**config.mk**
```make
export PLATFORM = sky130hd
export DESIGN_NAME = masked_case_table
export DESIGN_NICKNAME = d
export VERILOG_FILES = /design/src/rtl/masked_case_table.sv
export SDC_FILE = /design/constraint.sdc
export NUM_CORES = 1
export LEC_CHECK = 0
export ABC_AREA = 1
export CORE_AREA = 2 2 79 81
export CTS_CLUSTER_SIZE = 24
export DETAILED_ROUTE_END_ITERATION = 12
export DIE_AREA = 0 0 81 83
export GPL_TIMING_DRIVEN = 1
export PLACE_DENSITY = 0.74
export SLEW_MARGIN = 5
export SYNTH_ARGS = -nofsm -noshare
export SYNTH_HDL_FRONTEND = slang
export SYNTH_SLANG_ARGS = --single-unit
```
**constraint.sdc**
```tcl
create_clock -name clock -period 1.5 [get_ports clock]
set_input_delay 0.3 -clock clock [delete_from_list [all_inputs] [get_ports clock]]
set_output_delay 0.3 -clock clock [all_outputs]
set_load 0.02 [all_outputs]
```
**src/rtl/masked_case_table.sv**
```systemverilog
// Run-time programmable casez-style decoder: ENTRIES match/care/data rules with
// lowest-index priority, a default on miss, multi-hit flagging and saturating stats.
module masked_case_table #(
   parameter int                SEL_W        = 2,
   parameter int                DATA_W       = 4,
   parameter int                ENTRIES      = 4,
   parameter int                IDX_W        = 2,
   parameter logic [DATA_W-1:0] DEFAULT_DATA = 4'h8,
   parameter int                CNT_W        = 8
) (
   input  logic              clock,
   input  logic              reset_n,
   input  logic              cfg_we,
   input  logic [IDX_W-1:0]  cfg_idx,
   input  logic              cfg_en,
   input  logic [SEL_W-1:0]  cfg_match,
   input  logic [SEL_W-1:0]  cfg_care,
   input  logic [DATA_W-1:0] cfg_data,
   input  logic              in_valid,
   output logic              in_ready,
   input  logic [SEL_W-1:0]  in_select,
   output logic              out_valid,
   input  logic              out_ready,
   output logic [DATA_W-1:0] out_data,
   output logic              out_hit,
   output logic              out_multi,
   output logic [CNT_W-1:0]  miss_count,
   output logic [CNT_W-1:0]  multi_count
);

   logic [ENTRIES-1:0]             hit;
   logic [ENTRIES-1:0][DATA_W-1:0] rule_data;

   // Indices at or beyond ENTRIES decode to no rule, so such writes fall away.
   genvar gi;
   generate
      for (gi = 0; gi < ENTRIES; gi++) begin : g_rule
         logic              en_q, en_d;
         logic [SEL_W-1:0]  match_q, match_d;
         logic [SEL_W-1:0]  care_q, care_d;
         logic [DATA_W-1:0] data_q, data_d;

         always_comb begin
            en_d    = en_q;
            match_d = match_q;
            care_d  = care_q;
            data_d  = data_q;
            if (cfg_we && (cfg_idx == IDX_W'(gi))) begin
               en_d    = cfg_en;
               match_d = cfg_match;
               care_d  = cfg_care;
               data_d  = cfg_data;
            end
         end

         always_ff @(posedge clock) begin
            if (!reset_n) begin
               en_q    <= 1'b0;
               match_q <= '0;
               care_q  <= '0;
               data_q  <= '0;
            end else begin
               en_q    <= en_d;
               match_q <= match_d;
               care_q  <= care_d;
               data_q  <= data_d;
            end
         end

         assign hit[gi]       = en_q && (((in_select ^ match_q) & care_q) == '0);
         assign rule_data[gi] = data_q;
      end
   endgenerate

   logic [DATA_W-1:0] lookup_data;
   logic              lookup_hit;
   logic              lookup_multi;

   // Walk from the top so the lowest-index hit is written last and wins.
   always_comb begin
      lookup_data = DEFAULT_DATA;
      for (int i = ENTRIES - 1; i >= 0; i--) begin
         if (hit[i]) lookup_data = rule_data[i];
      end
   end

   assign lookup_hit   = |hit;
   // Clearing the lowest set bit leaves something only when two or more bits are set.
   assign lookup_multi = (hit & (hit - ENTRIES'(1))) != '0;

   logic              out_valid_q, out_valid_d;
   logic [DATA_W-1:0] out_data_q, out_data_d;
   logic              out_hit_q, out_hit_d;
   logic              out_multi_q, out_multi_d;
   logic [CNT_W-1:0]  miss_count_q, miss_count_d;
   logic [CNT_W-1:0]  multi_count_q, multi_count_d;
   logic              accept;

   assign in_ready = !reset_n || !out_valid_q || out_ready;
   assign accept   = reset_n && in_valid && in_ready;

   always_comb begin
      out_valid_d   = out_valid_q;
      out_data_d    = out_data_q;
      out_hit_d     = out_hit_q;
      out_multi_d   = out_multi_q;
      miss_count_d  = miss_count_q;
      multi_count_d = multi_count_q;
      if (accept) begin
         out_valid_d = 1'b1;
         out_data_d  = lookup_data;
         out_hit_d   = lookup_hit;
         out_multi_d = lookup_multi;
         if (!lookup_hit && (miss_count_q != '1))
            miss_count_d = miss_count_q + CNT_W'(1);
         if (lookup_multi && (multi_count_q != '1))
            multi_count_d = multi_count_q + CNT_W'(1);
      end else if (out_ready) begin
         out_valid_d = 1'b0;
      end
   end

   always_ff @(posedge clock) begin
      if (!reset_n) begin
         out_valid_q   <= 1'b0;
         out_data_q    <= '0;
         out_hit_q     <= 1'b0;
         out_multi_q   <= 1'b0;
         miss_count_q  <= '0;
         multi_count_q <= '0;
      end else begin
         out_valid_q   <= out_valid_d;
         out_data_q    <= out_data_d;
         out_hit_q     <= out_hit_d;
         out_multi_q   <= out_multi_d;
         miss_count_q  <= miss_count_d;
         multi_count_q <= multi_count_d;
      end
   end

   assign out_valid   = out_valid_q;
   assign out_data    = out_data_q;
   assign out_hit     = out_hit_q;
   assign out_multi   = out_multi_q;
   assign miss_count  = miss_count_q;
   assign multi_count = multi_count_q;

endmodule

```
==> flow_summary.toml <==
[clock_network]
tritoncts = "yes"
cts.clk_slew.worst_paths_ns = 0.07
htreeDepth = 3
cts_buffer_depth = 2
insertion_delay_ns = 0.34
numClockSinks = 59
cts_root_buffer = "clkbuf_8"
cts_hold_buf = 0
cts_inserted_buffers = 9

[place]
place_inst = 506
placed_cell_area_um2 = 3480
preCtsSetupSlack_ns = -0.543
portBuffers = 41
routabilityCongestion = 0.883
hpwl_mm = 4.78

[route]
drc = 0
drt-initial-drc-count = 134
drt-total-wl_mm = 7.09
wire_per_inst_um = 13.5
first_pass_iters = 4
antenna_left = 0
vias = 2734
viasPerCell = 5.19

[synthesis]
synth_top_area_cell = "dfxtp_1"
synth_top_cell_area_share_pct = 42.9
avgSynthCellArea_um2 = 7.47
synth_ff_type = "dfxtp_1"
netlist_area_um2 = 2760
syn_inst = 369
synth-seq-area-share_pct = 42.9
synth.distinct_cells = 26
synth_edf_count = 0
synth_nets = 389
synthTopCellsByArea = "dfxtp_1, a21oi_1, o21ai_0, nand2_1, inv_1"
ys_ff_latch = 59
ys_warn_count = 0
async_reset_ff_share_pct = 0

[power_and_ir_drop]
p_total_mw = 3.49
p_switching_mw = 0.928
p_leak_nw = 1.62
power_density_nw_per_um2 = 920
p_int_mw = 2.56
peakVddDrop_uv = 533
pwr-share-clk_pct = 38.5
p_sw_share_pct = 26.6
comb_power_share_pct = 13.6
sequentialPowerShare_pct = 47.9

[floorplan]
fp.dieH_um = 83
core_area_um2 = 5820
die_area_um2 = 6720
rows = 28
ios = 42
initial_core_util_pct = 47.4
die_w_um = 81

[final_layout]
design_area_um2 = 3790
multi_input_area_um2 = 1440
fillers = 519
final_cell_mix = "nand2_1, dfxtp_1, a21oi_1"
diodes = 0
nets = 467
final_cells = 527
post-route-util_pct = 65.3
drive_above_1_share_pct = 24.1
ff_latch_area_um2 = 1200
area_growth_pct = 37.7

[timing]
drv_slew = 0
period_minus_slack_ns = 1.47
rsz0062_at_grt = "yes"
hold_viol = 0
timing.final.crit_share_pct = 98.2
clock.fmax_ghz = 0.679
worst_pin_slew_ns = 0.393
slew_headroom_pct = 73.8
tns_ns = 0
whs_ns = 0.448
finClkSkew_ns = 0.00892
setup_viol = 0
finalWorstSetupSlack_ns = 0.0263

[critical_path]
r2r_slack_ns = 0.03
cp-end-kind = "flip-flop"
reg2reg_from = "g_rule[2].match_q[0]"
cpMaxStageDelayCell = "dfxtp_2"
worstSetupPathType = "flip-flop to flip-flop"
cp.required_ns = 1.72
critPathMaxFanout = 4
crit_chain = "inv_2, nand2_2, nand3_4, nand3_4, buf_4, o21ai_0, nand4_1, nand2_1, a21oi_1"
path_buf_inv = 2
critPathLaunchType = "flip-flop"
reg2regPathDepth = 9
cp.depth = 9
endpoint = "out_data[3]"
critical_path.startpoint = "g_rule[2].match_q[0]"
crit_family = "simple AND/OR/NAND/NOR gates"
cpPeakStageDelay_ns = 0.33
cp_common_cell = "nand3_4"
r2r_end = "out_data[3]"
critPathArrivalTime_ns = 1.70

[global_route]
antenna_found_initial = 0
gr-total-overflow = 0
grt_pass1_wl_mm = 11.2
grt_pass1_vias = 2495
groute.usage.overall_pct = 21.1
grt_max_degree = 45

[hold_path]
hp-class = "flip-flop to flip-flop"

[outcome]
status = "finished clean"

[job]
cap_viol_max_count = 0
[worst min-delay path by stage]
stage / from / to / depth (start not counted)
6_report: g_rule[2].data_q[3] / g_rule[2].data_q[3] / 2
5_1_grt: g_rule[2].data_q[3] / g_rule[2].data_q[3] / 2
4_1_cts: g_rule[2].data_q[3] / g_rule[2].data_q[3] / 2
3_5_place_dp: g_rule[2].data_q[3] / g_rule[2].data_q[3] / 2
3_3_place_gp: g_rule[2].data_q[3] / g_rule[2].data_q[3] / 2
2_1_floorplan: g_rule[2].data_q[3] / g_rule[2].data_q[3] / 2
[sequential cells by signal (all words and copies together) (netlist names), 4 cells and up]
name	flops
miss_count	8
out_data	4
g_rule.match_q	8
g_rule.care_q	8
g_rule.en_q	4
multi_count	8
g_rule.data_q	16
[tightest hold or removal path, cell delays in order (launching register included)]
cell     delay (ns)
dfxtp_1        0.31
inv_1          0.05
a21oi_1        0.05
[power by group through the flow]
| stage | clock network (mW) | registers [mW] | logic (mW) |
|---|---|---|---|
| after floorplan | 0 | 1.72 | 0.235 |
| after global placement | 0 | 1.70 | 0.436 |
| after detailed placement | 0 | 1.70 | 0.447 |
| after CTS | 1.35 | 1.67 | 0.438 |
| after global routing | 1.42 | 1.68 | 0.526 |
| final | 1.34 | 1.67 | 0.476 |
[repair_timing]
action	in CTS	in global routing
gates resized for setup	28	39
endpoints found under the setup margin	45	20
pin swaps	1	22
buffers inserted	0	5
[final cells by class]
cell class	count	area share [%]
clock inverter	2	0.264
sequential	59	31.6
timing repair buffer	78	18.3
multi-input combinational	251	38.0
clock buffer	14	4.55
tap	75	2.47
inverter	48	4.81
[cell usage after synthesis, types with 3 or more instances]
master / n
a21oi_1: 53
clkbuf_1: 9
dfxtp_1: 59
inv_1: 44
inv_2: 3
nand2_1: 54
nand3_1: 18
nand3_2: 7
nand3_4: 4
nand4_1: 12
nor2_1: 38
o21ai_0: 42
xnor2_1: 4
xor2_1: 7
[routing by layer]
layer | part of all wire (%) | track usage (%) | wire length [µm]
met1 | 44 | 27.3 | 3100
met2 | 49 | 34.5 | 3490
met3 | 5.4 | 5.11 | 384
met4 | 1.6 | 6.47 | 112
met5 | 0 | 0 | 0
[cells by family (layout without fill, tap and decap cells)]
family / Yosys count / in the layout / share of synthesized area [%]
compound gates: 97 / 97 / 17.8
xor+xnor: 11 / 11 / 3.50
fa+ha+maj: 2 / 2 / 0.908
buf+inv: 59 / 142 / 8.58
flops: 59 / 59 / 42.9
simple gates: 141 / 141 / 26.4
(Power assumes the default switching activity.)
